===== config.mk =====
export PLATFORM = sky130hd
export DESIGN_NAME = serial_hex_tx_flat
export DESIGN_NICKNAME = d
export VERILOG_FILES = /design/src/rtl/serial_hex_pkg.sv /design/src/rtl/serial_hex_tx_if.sv /design/src/rtl/serial_hex_tx_sync_rise.sv /design/src/rtl/serial_hex_tx.sv /design/src/flat_wrapper.sv
export SDC_FILE = /design/constraint.sdc
export NUM_CORES = 1
export LEC_CHECK = 0
export CAP_MARGIN = 15
export CORE_ASPECT_RATIO = 2
export CORE_MARGIN = 2
export CORE_UTILIZATION = 51
export CTS_CLUSTER_DIAMETER = 40
export DETAILED_ROUTE_END_ITERATION = 6
export HOLD_SLACK_MARGIN = 0.12
export PLACE_DENSITY = 0.73
export SETUP_SLACK_MARGIN = 0.15
export SYNTH_ARGS = -nofsm -noshare
export SYNTH_HDL_FRONTEND = slang
export SYNTH_SLANG_ARGS = --single-unit
export TNS_END_PERCENT = 10

===== constraint.sdc =====
create_clock -name bus_io_in -period 1.8 [get_ports bus_io_in]
set_input_delay 0.18 -clock bus_io_in [delete_from_list [all_inputs] [get_ports bus_io_in]]
set_output_delay 0.18 -clock bus_io_in [all_outputs]
set_load 0.03 [all_outputs]

===== src/rtl/serial_hex_pkg.sv =====
// Shared types and constants for the serial hex display transmitter.
package serial_hex_pkg;

    localparam int FRAME_BITS  = 8;
    localparam int DIV_DEFAULT = 1;

    typedef enum logic [1:0] {IDLE, SETUP, HIGH, LATCH} state_t;

endpackage


===== src/rtl/serial_hex_tx_if.sv =====
// Packed pin bundle of the transmitter: io_in carries clock, reset, nibble and strobes.
interface serial_hex_tx_if;

    logic [7:0] io_in;
    logic [7:0] io_out;

    modport master (output io_in, input io_out);
    modport slave  (input io_in, output io_out);

endinterface


===== src/rtl/serial_hex_tx_sync_rise.sv =====
// Two-flop synchronizer plus registered rising-edge detector for an asynchronous strobe.
module sync_rise (
    input  logic clk,
    input  logic rst,
    input  logic d,
    output logic pulse
);

    logic       s1, s2, s3;
    logic [2:0] vld_pipe;

    // vld_pipe marks when s3 holds a real post-reset sample, so a strobe
    // already high at reset release never looks like a 0->1 transition.
    always_ff @(posedge clk or posedge rst) begin
        if (rst) begin
            s1       <= 1'b0;
            s2       <= 1'b0;
            s3       <= 1'b0;
            vld_pipe <= '0;
            pulse    <= 1'b0;
        end else begin
            s1       <= d;
            s2       <= s1;
            s3       <= s2;
            vld_pipe <= {vld_pipe[1:0], 1'b1};
            pulse    <= vld_pipe[2] & s2 & ~s3;
        end
    end

endmodule


===== src/rtl/serial_hex_tx.sv =====
// Shifts a two-nibble hold register out MSB first on sdata/sclk, then strobes latch.
module serial_hex_tx #(
    parameter int DIV        = serial_hex_pkg::DIV_DEFAULT,
    parameter int FRAME_BITS = serial_hex_pkg::FRAME_BITS
) (
    serial_hex_tx_if.slave bus
);
    import serial_hex_pkg::*;

    localparam logic [2:0] BIT_LAST = 3'(FRAME_BITS - 1);
    localparam logic [7:0] DIV_LAST = 8'(DIV - 1);

    logic clk, rst;
    assign clk = bus.io_in[0];
    assign rst = bus.io_in[1];

    logic wr_p, st_p;
    sync_rise u_wr (.clk(clk), .rst(rst), .d(bus.io_in[6]), .pulse(wr_p));
    sync_rise u_st (.clk(clk), .rst(rst), .d(bus.io_in[7]), .pulse(st_p));

    state_t                  state, state_n;
    logic [7:0]              div_cnt, div_n;
    logic [2:0]              bit_cnt, bit_n;
    logic [FRAME_BITS-1:0]   sr, sr_n, hold;
    logic [2:0]              wr_cnt;
    logic [3:0]              nib_s1, nib_s2, nib_s3;
    logic                    sdata_q, sclk_q, latch_q, busy_q, done_q, done_n;
    logic                    div_last;

    assign div_last = (div_cnt == DIV_LAST);

    always_comb begin
        state_n = state;
        div_n   = div_cnt;
        bit_n   = bit_cnt;
        sr_n    = sr;
        done_n  = 1'b0;
        case (state)
            IDLE: begin
                // A start coinciding with done belongs to the frame just ending.
                if (st_p && !done_q) begin
                    sr_n    = hold;
                    bit_n   = '0;
                    div_n   = '0;
                    state_n = SETUP;
                end
            end
            SETUP: begin
                if (div_last) begin
                    div_n   = '0;
                    state_n = HIGH;
                end else begin
                    div_n = div_cnt + 8'd1;
                end
            end
            HIGH: begin
                if (div_last) begin
                    div_n   = '0;
                    sr_n    = {sr[FRAME_BITS-2:0], 1'b0};
                    bit_n   = bit_cnt + 3'd1;
                    state_n = (bit_cnt == BIT_LAST) ? LATCH : SETUP;
                end else begin
                    div_n = div_cnt + 8'd1;
                end
            end
            LATCH: begin
                if (div_last) begin
                    div_n   = '0;
                    done_n  = 1'b1;
                    state_n = IDLE;
                end else begin
                    div_n = div_cnt + 8'd1;
                end
            end
            default: state_n = IDLE;
        endcase
    end

    // Outputs are registered from the next-state values so they line up with the state.
    always_ff @(posedge clk or posedge rst) begin
        if (rst) begin
            nib_s1  <= '0;
            nib_s2  <= '0;
            nib_s3  <= '0;
            hold    <= '0;
            wr_cnt  <= '0;
            state   <= IDLE;
            div_cnt <= '0;
            bit_cnt <= '0;
            sr      <= '0;
            sdata_q <= 1'b0;
            sclk_q  <= 1'b0;
            latch_q <= 1'b0;
            busy_q  <= 1'b0;
            done_q  <= 1'b0;
        end else begin
            // Three stages keep the nibble aligned with the strobe's synchronizer and detector.
            nib_s1 <= bus.io_in[5:2];
            nib_s2 <= nib_s1;
            nib_s3 <= nib_s2;
            if (wr_p) begin
                hold   <= {hold[FRAME_BITS-5:0], nib_s3};
                wr_cnt <= wr_cnt + 3'd1;
            end
            state   <= state_n;
            div_cnt <= div_n;
            bit_cnt <= bit_n;
            sr      <= sr_n;
            sdata_q <= ((state_n == SETUP) || (state_n == HIGH)) && sr_n[FRAME_BITS-1];
            sclk_q  <= (state_n == HIGH);
            latch_q <= (state_n == LATCH);
            busy_q  <= (state_n != IDLE);
            done_q  <= done_n;
        end
    end

    assign bus.io_out = {wr_cnt, done_q, busy_q, latch_q, sclk_q, sdata_q};

endmodule

===== src/flat_wrapper.sv =====
// flat-port wrapper written by rule: the top's interface ports become plain ports
module serial_hex_tx_flat import serial_hex_pkg::*;
#(
    parameter int DIV        = serial_hex_pkg::DIV_DEFAULT,
    parameter int FRAME_BITS = serial_hex_pkg::FRAME_BITS
)
  (bus_io_in, bus_io_out);
  serial_hex_tx_if bus_i ();
  input wire logic [$bits(bus_i.io_in)-1:0] bus_io_in;
  output wire logic [$bits(bus_i.io_out)-1:0] bus_io_out;
  assign bus_i.io_in = bus_io_in;
  assign bus_io_out = bus_i.io_out;
  serial_hex_tx #(.DIV(DIV), .FRAME_BITS(FRAME_BITS)) u_core (.bus(bus_i));
endmodule

==> impl_metrics.env <==
export IMPL_status="complete, but fails checks"
export IMPL_violations="hold timing, setup timing"
export IMPL_nNetsFinal=281
export IMPL_synth_main_ff_cell="dfrtp_1"
export IMPL_critPathLaunch="u_core.div_cnt[1]"
export IMPL_first_iter_violations=44
export IMPL_placed_cells=237
export IMPL_cp_required_ns=2.04
export IMPL_synth_top_family_by_area="simple AND/OR/NAND/NOR gates"
export IMPL_synth_top_area_cell="dfrtp_1"
export IMPL_dr_pass1_iters=4
export IMPL_drive_gt1_share_pct=44.4
export IMPL_synthMuxAreaShare_pct=5.80
export IMPL_timing_fmax_mhz=517
export IMPL_avgViaCountPerCell=5.18
export IMPL_synth_edf_count=0
export IMPL_swShare_pct=45.9
export IMPL_synth_xor_area_share_pct=1.14
export IMPL_power_frac_seq_pct=23.0
export IMPL_dp_hpwl_microns=2470
export IMPL_cts_tree="yes"
export IMPL_whs_ns=-0.319
export IMPL_wl_per_cell_microns=15.3
export IMPL_hp_class="clk2reg"
export IMPL_synth_top_cell_area_share_pct=65.0
export IMPL_clk_pin_slew_ns=0.07
export IMPL_die_y_microns=99.2
export IMPL_ir_drop_uv=1900
export IMPL_synth_warnings=0
export IMPL_min_from="bus_io_in[4]"
export IMPL_period_share_pct=107
export IMPL_rsz0062_at_grt="yes"
export IMPL_insertion_delay_ns=0.34
export IMPL_worst_slew_pin_slew_ns=0.797
export IMPL_start_kind="flop"
export IMPL_gp_congestion=0.782
export IMPL_rr_startpoint="u_core.div_cnt[1]"
export IMPL_max_cap_violations=0
export IMPL_seq_area_frac_synth_pct=65.0
export IMPL_syn_nets=192
export IMPL_min_period_ns=1.93
export IMPL_area_delta_synth_final_pct=48.5
export IMPL_ys_top_cells_by_count="dfrtp_1 (60), nand2_1 (27), mux2_2 (11), ha_1 (8), o21ai_0 (8)"
export IMPL_end_kind="flop"
export IMPL_routed_via_count=1715
export IMPL_finClkSkew_ns=0.00851
export IMPL_core_sq_mm=0.00434
export IMPL_postCtsHoldBufs=0
export IMPL_die_area_sq_mm=0.00512
export IMPL_hold_viol=6
export IMPL_synth_area_leaders="dfrtp_1 (65%), mux2_2 (5.4%), nand2_1 (4.4%)"
export IMPL_power_switching_mw=2.69
export IMPL_holdPathStages=0
export IMPL_p_per_area_mw_per_mm2=1710
export IMPL_insertedDiodeCount=0
export IMPL_yosysMostFrequentCell="dfrtp_1"
export IMPL_grt_remaining_overflow=0
export IMPL_grt_max_degree=13
export IMPL_critical_path_class="reg2reg"
export IMPL_io_pins=16
export IMPL_die_width_microns=51.6
export IMPL_power_leakage_nw=1.53
export IMPL_grt_pass1_wl_microns=8560
export IMPL_crit_arrival_ns=2.17
export IMPL_finalWorstSetupSlack_ns=-0.135
export IMPL_crit_fanout=5
export IMPL_grtUsageTotal_pct=25.2
export IMPL_post_route_drc_count=0
export IMPL_routed_wl_microns=5070
export IMPL_mappedNetlistArea_sq_mm=0.00231
export IMPL_ys_seq_elements=60
export IMPL_synth_distinct_cells=36
export IMPL_fin_cells=331
export IMPL_maxSlewViolCount=0
export IMPL_synth_compound_area_share_pct=7.85
export IMPL_port_buffers=8
export IMPL_internal_power_mw=3.16
export IMPL_drtAntennaViolNets=0
export IMPL_start_util_pct=53.2
export IMPL_placed_area_sq_mm=0.00246
export IMPL_synth_cells=176
export IMPL_combPwrFrac_pct=0
export IMPL_rows=34
export IMPL_synthAdderAreaFrac_pct=4.33
export IMPL_setup_violations=5
export IMPL_pwr_share_clk_pct=77.0
export IMPL_synth_simple_area_share_pct=12.1
export IMPL_slew_headroom_pct=46.8
export IMPL_r2r_cells=8
export IMPL_synth_avg_cell_area_sq_um=13.1
export IMPL_postSynth_asyncResetShare_pct=100
export IMPL_grt_pass1_vias=2254
export IMPL_final_area_sq_mm=0.00343
export IMPL_antenna_found_initial=0
==> path summary, 6_finish.rpt <==
kind                       slack, ns                 to
min in group asynchronous       0.69  u_core.bit_cnt[0]
hold / removal                 -0.32   u_core.nib_s1[2]
hold reg to reg                 0.35   u_core.nib_s3[0]
setup reg to reg               -0.13     u_core.sdata_q
max in group asynchronous       0.99     u_core.u_wr.s2
setup / recovery               -0.13     u_core.sdata_q
==> per-stage QoR <==
stage | worst slack, ns | setup TNS [ns] | util, % | hold slack (ns) | power (mW)
floorplan | -0.0750 | -0.0750 | - | 0.0314 | 1.78
global placement | 0.0448 | 0 | 56.6 | 0.0314 | 1.78
detailed placement | -0.0163 | -0.0163 | 56.6 | 0.0314 | 1.78
CTS | -0.0797 | -0.118 | 78.3 | -0.337 | 6.02
global route | -0.232 | -1.02 | 79.0 | -0.338 | 6.27
finish | -0.135 | -0.335 | 79.0 | -0.319 | 5.85
==> worst max-delay path, cell delays in order, from the launching register on <==
cell	delay, ns
dfrtp_1	0.40
inv_2	0.08
ha_4	0.12
nor4b_4	0.32
and2_4	0.22
nand2_2	0.05
o21a_1	0.20
ha_1	0.30
and2_1	0.14
==> cells by family (layout without fill, tap and decap cells) <==
| family | Yosys count | after routing |
|---|---|---|
| muxes | 12 | 12 |
| buffers and inverters | 15 | 116 |
| AOI/OAI and AO/OA | 27 | 27 |
| adders and majority gates | 8 | 8 |
| other | 1 | 1 |
| xor gates and xnor gates | 3 | 3 |
| DFF | 60 | 60 |
| and+or+nand+nor | 50 | 50 |
==> timing repair <==
| item | CTS | global route |
|---|---|---|
| pin swaps | 2 | 2 |
| setup buffers | 1 | 2 |
| resized for setup | 3 | 6 |
| endpoints found under the setup margin | 14 | 23 |
==> cell usage in the layout (no fill, tap or decap), types with 3 or more instances in the layout <==
cell	count
ha_1	7
dfrtp_1	60
mux2_2	11
nor2_1	4
clkinv_16	3
inv_1	4
a22oi_1	6
o21ai_0	7
nand3_1	3
clkinvlp_4	62
nand2_1	26
clkbuf_8	20
clkdlybuf4s50_1	7
a21oi_1	5
a22o_1	3
buf_4	9
==> registers in the layout, summed over array words and instances, names as in the netlist, 2 cells and up <==
signal,cells
u_core.div_cnt,8
u_core.wr_cnt,3
u_core.nib_s3,4
u_core.u_wr.vld_pipe,2
u_core.nib_s2,4
u_core.hold,8
u_core.sr,8
u_core.nib_s1,4
u_core.bit_cnt,3
u_core.state,2
==> power groups by stage <==
stage	clock network [mW]	logic (mW)	registers, mW
floorplan	0.402	0.000207	1.38
finish	4.50	0.000273	1.35
global route	4.93	0.000326	1.34
global placement	0.402	0.000207	1.38
detailed placement	0.402	0.000207	1.38
CTS	4.67	0.000207	1.35
==> routing by layer <==
layer  global-route usage [%]  up-vias  part of all wire, %
met5                        0        -                    0
met2                     32.1       47                   53
met3                     19.7       23                  4.9
met4                     34.4        0                  4.9
met1                     19.3      858                   37
li1                         -      787                    -
==> layout make-up <==
type,instances,area (sq um)
flip-flops and latches,60,1500
fillers,266,910
multi-input cells,101,742
clock inverters,72,663
clock buffers,20,275
repair buffers,18,158
well taps,54,67.6
inverters,6,22.5
Power figures use the tool's default switching activity.
==> edit 1: new RTL, same settings <==
Set the package constant `FRAME_BITS` to 6 (it was 8).
--- a/src/rtl/serial_hex_pkg.sv
+++ b/src/rtl/serial_hex_pkg.sv
@@ -2,5 +2,5 @@
 package serial_hex_pkg;
 
-    localparam int FRAME_BITS  = 8;
+    localparam int FRAME_BITS  = 6;
     localparam int DIV_DEFAULT = 1;
 
Formal check against the unedited RTL: not equivalent (Yosys sat finds a counterexample within 10 cycles, from zero or initial values).
==> edit 1 against the original RTL <==
- the run still ends with hold timing, setup timing left
- area after synthesis is 6.0% lower
- cell area is 6.6% lower
- sequential cell count is 4 lower
- via count is 4.3% lower
- worst setup slack better by 100 ps
- sequential share of layout area hardly changed
- worst hold slack better by 26 ps
- routed wire length is 5.7% higher
- total power is 20% lower
- first-iteration DRC count is 16% lower
==> edit 1: results (changes against the original RTL) <==
Fraction of area in registers: 0.4373 (was 0.4378)
Vias in the first global route: 2,010 (was 2,254)
Mux cell area share after synthesis: 0.04150 (was 0.05796)
Sw Share: 0.4701 (was 0.4592)
Multi-input gates: 96 (was 101)
Final WL: 5361 um (was 5070 um)
XOR/XNOR Fraction of Synth Area: 0.01614 (was 0.01138)
Max incr delay on CP: 550 ps (was 400 ps)
Maximum vdd drop: 1586 uV (was 1901 uV)
Via count: 1,641 (was 1,715)
Worst-skew pair later-pin latency: 320 ps (was 340 ps)
Main area contributors after synthesis: dfrtp_1, ha_1, mux2_2 (was dfrtp_1, mux2_2, nand2_1)
First DRT Iteration DRCs: 37 (was 44)
Worst slack, placed: -9.192 ps (was -16.30 ps)
Clock buffers: 12 (was 20)
Share of cells above drive strength 1: 0.4783 (was 0.4440)
Cell variety after synth: 35 (was 36)
Worst path arrival time: 2100 ps (was 2170 ps)
Worst Slack Setup Final: -32.40 ps (was -134.9 ps)
HP Start: bus_io_in[7] (was bus_io_in[4])
Dpl hpwl: 2504 um (was 2471 um)
Violated checks: hold timing, setup timing (unchanged)
Yosys reg bits: 56 (was 60)
Adder-cell share of the synthesized area: 0.04611 (was 0.04334)
Largest net degree at the start of global routing: 19 (was 13)
Area Growth Syn to Fin: 47.61% (was 48.48%)
Layout clock area frac: 0.2171 (was 0.2736)
Worst Skew: 12.02 ps (was 8.512 ps)
Clock transition at path regs: 100 ps (was 70 ps)
Register area share after synthesis: 0.6455 (was 0.6501)
Critical Path Start: u_core.state[0] (was u_core.div_cnt[1])
Final nets: 265 (was 281)
GPL Wtd Cong: 0.8231 (was 0.7821)
Largest regs: u_core.div_cnt: 8 flops, u_core.hold: 6 flops, u_core.sr: 6 flops (was u_core.div_cnt: 8 flops, u_core.hold: 8 flops, u_core.sr: 8 flops)
First-pass GRT wire length: 7845 um (was 8556 um)
All-Layer GR Usage: 0.2352 (was 0.2520)
WHS: -292.8 ps (was -319.2 ps)
Syn Nets: 186 (was 192)
Final Hold Viols: 6 (unchanged)
FILL cells: 227 (was 266)
Outcome: finished with violations (unchanged)
Worst rel slew slack: 0.6509 (was 0.4684)
Synth top cells by count: dfrtp_1, nand2_1, o21ai_0 (was dfrtp_1, nand2_1, mux2_2)
Final setup fails: 1 (was 5)
-- edit 1: worst paths after layout --
kind / to / slack (ps) / cells after the start
worst max-delay path: u_core.sdata_q / -30 / 5
worst min-delay path: u_core.u_st.s1 / -290 / 0
worst max register to register: u_core.sdata_q / -30 / 5
worst min register to register: u_core.u_st.s2 / 350 / 0
max in group asynchronous: u_core.bit_cnt[0] / 920 / 3
min in group asynchronous: u_core.div_cnt[7] / 730 / 3
-- edit 1: what timing repair did --
action / in CTS / in global routing
hold buffers: 0 / 0
setup endpoints to repair: 7 / 20
cloned: 0 / 0
pin swaps: 4 / 13
gates resized for setup: 15 / 26
endpoints found under the hold margin: 0 / 0
setup buffers: 1 / 4
-- edit 1: metal layers --
layer  track usage  part of all wire  vias to the layer above
met4        0.2685             0.044                        0
met3        0.1553             0.045                       27
met5             0                 0                        -
met2        0.3586              0.58                       61
met1        0.1760              0.33                      822
li1              -                 -                      731
-- edit 1: power groups by stage --
| stage | sequential (mW) | clock, mW | combinational, mW |
|---|---|---|---|
| 3_3_place_gp | 1.29 | 0.376 | 0.000207 |
| 2_1_floorplan | 1.29 | 0.376 | 0.000207 |
| 5_1_grt | 1.25 | 3.80 | 0.000250 |
| 6_report | 1.25 | 3.45 | 0.000266 |
| 3_5_place_dp | 1.29 | 0.376 | 0.000207 |
| 4_1_cts | 1.25 | 3.54 | 0.000207 |
-- edit 1: critical path: cells and delay by family (launching register included) --
family,cells,cell delay (ps)
flops,1,550
compound gates,1,210
buf+inv,1,240
simple gates,3,780
-- edit 1: metrics by stage --
step,instances,setup TNS (ps)
after floorplan,170,-65.66
after global placement,229,0
after detailed placement,229,-9.192
after CTS,301,-22.98
after global routing,305,-85.25
final,305,-32.40
==> edit 2: new RTL, same settings <==
Made on the original files. Encoding of `state_t`: now one-hot (4 bits for 4 states).
--- a/src/rtl/serial_hex_pkg.sv
+++ b/src/rtl/serial_hex_pkg.sv
@@ -5,5 +5,5 @@
     localparam int DIV_DEFAULT = 1;
 
-    typedef enum logic [1:0] {IDLE, SETUP, HIGH, LATCH} state_t;
+    typedef enum logic [3:0] {IDLE = 4'b0001, SETUP = 4'b0010, HIGH = 4'b0100, LATCH = 4'b1000} state_t;
 
 endpackage
Check against the original RTL: no difference found for any inputs over 10 cycles, from zero or initial values; not proved beyond that.
==> edit 2 against the original RTL <==
- the run still ends with hold timing, setup timing left
- die area up 3.9%
- via count up 17%
- total power up 4.0%
- sequential cell count increased by 2
- synthesized cell count increased by 3.4%
- cell area rose by 11%
- count of clock-buffer cells in the layout decreased by 1
- area after synthesis rose by 4.2%
- clock power up 4%
- worst hold slack better by 13 ps
- routed wire length rose by 31%
- worst setup slack lost 62 ps
- critical endpoint is now u_core.div_cnt[6]
- largest power group unchanged
==> edit 2: results (changes against the original RTL) <==
Reg2reg path depth: 6 (was 8)
Ys flop type: dfrtp_1 (unchanged)
Syn Nets: 195 (was 192)
Static leakage: 1.665 nW (was 1.526 nW)
Critical R2R Launch: u_core.state[2] (was u_core.div_cnt[1])
Post-CTS Setup Bufs: 2 (was 1)
Mean post-synth cell area: 13.22 um^2 (was 13.12 um^2)
Max FO, Critical Path: 6 (was 5)
Dpl hpwl: 3236 um (was 2471 um)
Largest net degree at the start of global routing: 12 (was 13)
XOR/XNOR Fraction of Synth Area: 0.01092 (was 0.01138)
WHS Path Cells: 0 (unchanged)
Largest regs: u_core.div_cnt: 8 flops, u_core.hold: 8 flops, u_core.sr: 8 flops (unchanged)
Mux cell area share after synthesis: 0.06448 (was 0.05796)
Register area share after synthesis: 0.6453 (was 0.6501)
Synth Area in Compound Gates: 0.09308 (was 0.07855)
Final WL: 6653 um (was 5070 um)
Worst Slack Setup Final: -197.3 ps (was -134.9 ps)
Via count: 2,000 (was 1,715)
Violated checks: hold timing, setup timing (unchanged)
Synth top cells by count: dfrtp_1, nand2_1, mux2_2 (unchanged)
Adder-cell share of the synthesized area: 0.02600 (was 0.04334)
Share of cells above drive strength 1: 0.5215 (was 0.4440)
Outcome: finished with violations (unchanged)
Worst path arrival time: 2220 ps (was 2170 ps)
Async set-reset flop share out of synthesis: 1.000 (unchanged)
# placed instances: 261 (was 237)
Main area contributors after synthesis: dfrtp_1, mux2_2, a22o_1 (was dfrtp_1, mux2_2, nand2_1)
Max incr delay on CP: 430 ps (was 400 ps)
Final Hold Viols: 6 (unchanged)
Worst slack, placed: -228.9 ps (was -16.30 ps)
Net Switching: 2.801 mW (was 2.685 mW)
First DRT Iteration DRCs: 46 (was 44)
Vias in the first global route: 2,618 (was 2,254)
First-pass GRT wire length: 10,900 um (was 8556 um)
Hold Buf Count CTS: 0 (unchanged)
Worst Skew: 8.330 ps (was 8.512 ps)
Cell variety after synth: 41 (was 36)
Post_cts resized: 29 (was 3)
Final Non-Filler Cells: 358 (was 331)
GPL Wtd Cong: 0.9083 (was 0.7821)
All-Layer GR Usage: 0.3072 (was 0.2520)
CP delay by family, top: compound AO/OA/AOI/OAI gates (was simple AND/OR/NAND/NOR gates)
Final setup fails: 24 (was 5)
Clk. pwr: 4.69 mW (was 4.50 mW)
WHS: -306.4 ps (was -319.2 ps)
Critical Path Start: u_core.state[2] (was u_core.div_cnt[1])
Worst R2R End: u_core.div_cnt[6] (was u_core.sdata_q)
Final nets: 304 (was 281)
FILL cells: 230 (was 266)
Worst rel slew slack: 0.5671 (was 0.4684)
Maximum vdd drop: 1481 uV (was 1901 uV)
Input/output buffers: 8 (unchanged)
edit 2: cell count changes in the layout (fill, tap and decap cells not counted), moves of 3 or more:
| cell | before | now |
|---|---|---|
| nor3_4 | 0 | 4 |
| ha_1 | 7 | 4 |
| a21o_1 | 0 | 6 |
| a22o_1 | 3 | 9 |
| a21oi_1 | 5 | 2 |
| inv_1 | 4 | 0 |
| buf_4 | 9 | 24 |
| a22oi_1 | 6 | 0 |
| buf_6 | 1 | 5 |
| o21ai_0 | 7 | 4 |
| nand2_1 | 26 | 12 |
edit 2: worst min-delay path by stage:
stage | startpoint | slack (ps) | endpoint
global route | bus_io_in[4] | -330 | u_core.nib_s1[2]
global placement | bus_io_in[2] | 30 | u_core.nib_s1[0]
finish | bus_io_in[2] | -310 | u_core.nib_s1[0]
CTS | bus_io_in[2] | -330 | u_core.nib_s1[0]
floorplan | bus_io_in[2] | 30 | u_core.nib_s1[0]
detailed placement | bus_io_in[2] | 30 | u_core.nib_s1[0]
edit 2: layer usage:
metal / vias up / share of wire / track usage
li1: 872 / - / -
met1: 1006 / 0.34 / 0.2165
met2: 83 / 0.54 / 0.4298
met3: 39 / 0.060 / 0.2404
met4: 0 / 0.057 / 0.3767
met5: - / 0 / 0
edit 2: area by class of cell:
type / count / share of cell area
clock inverters: 75 / 0.1842
multi-input cells: 107 / 0.2341
flip-flops and latches: 62 / 0.4074
clock buffers: 19 / 0.06599
inverters: 2 / 0.001970
repair buffers: 38 / 0.08831
well taps: 55 / 0.01806
edit 2: stage by stage:
| step | area [um^2] | TNS (ps) |
|---|---|---|
| after floorplan | 2410 | -1115 |
| after global placement | 2706 | -1583 |
| after detailed placement | 2706 | -2806 |
| after CTS | 3767 | -878.4 |
| after global routing | 3811 | -2964 |
| final | 3811 | -1846 |
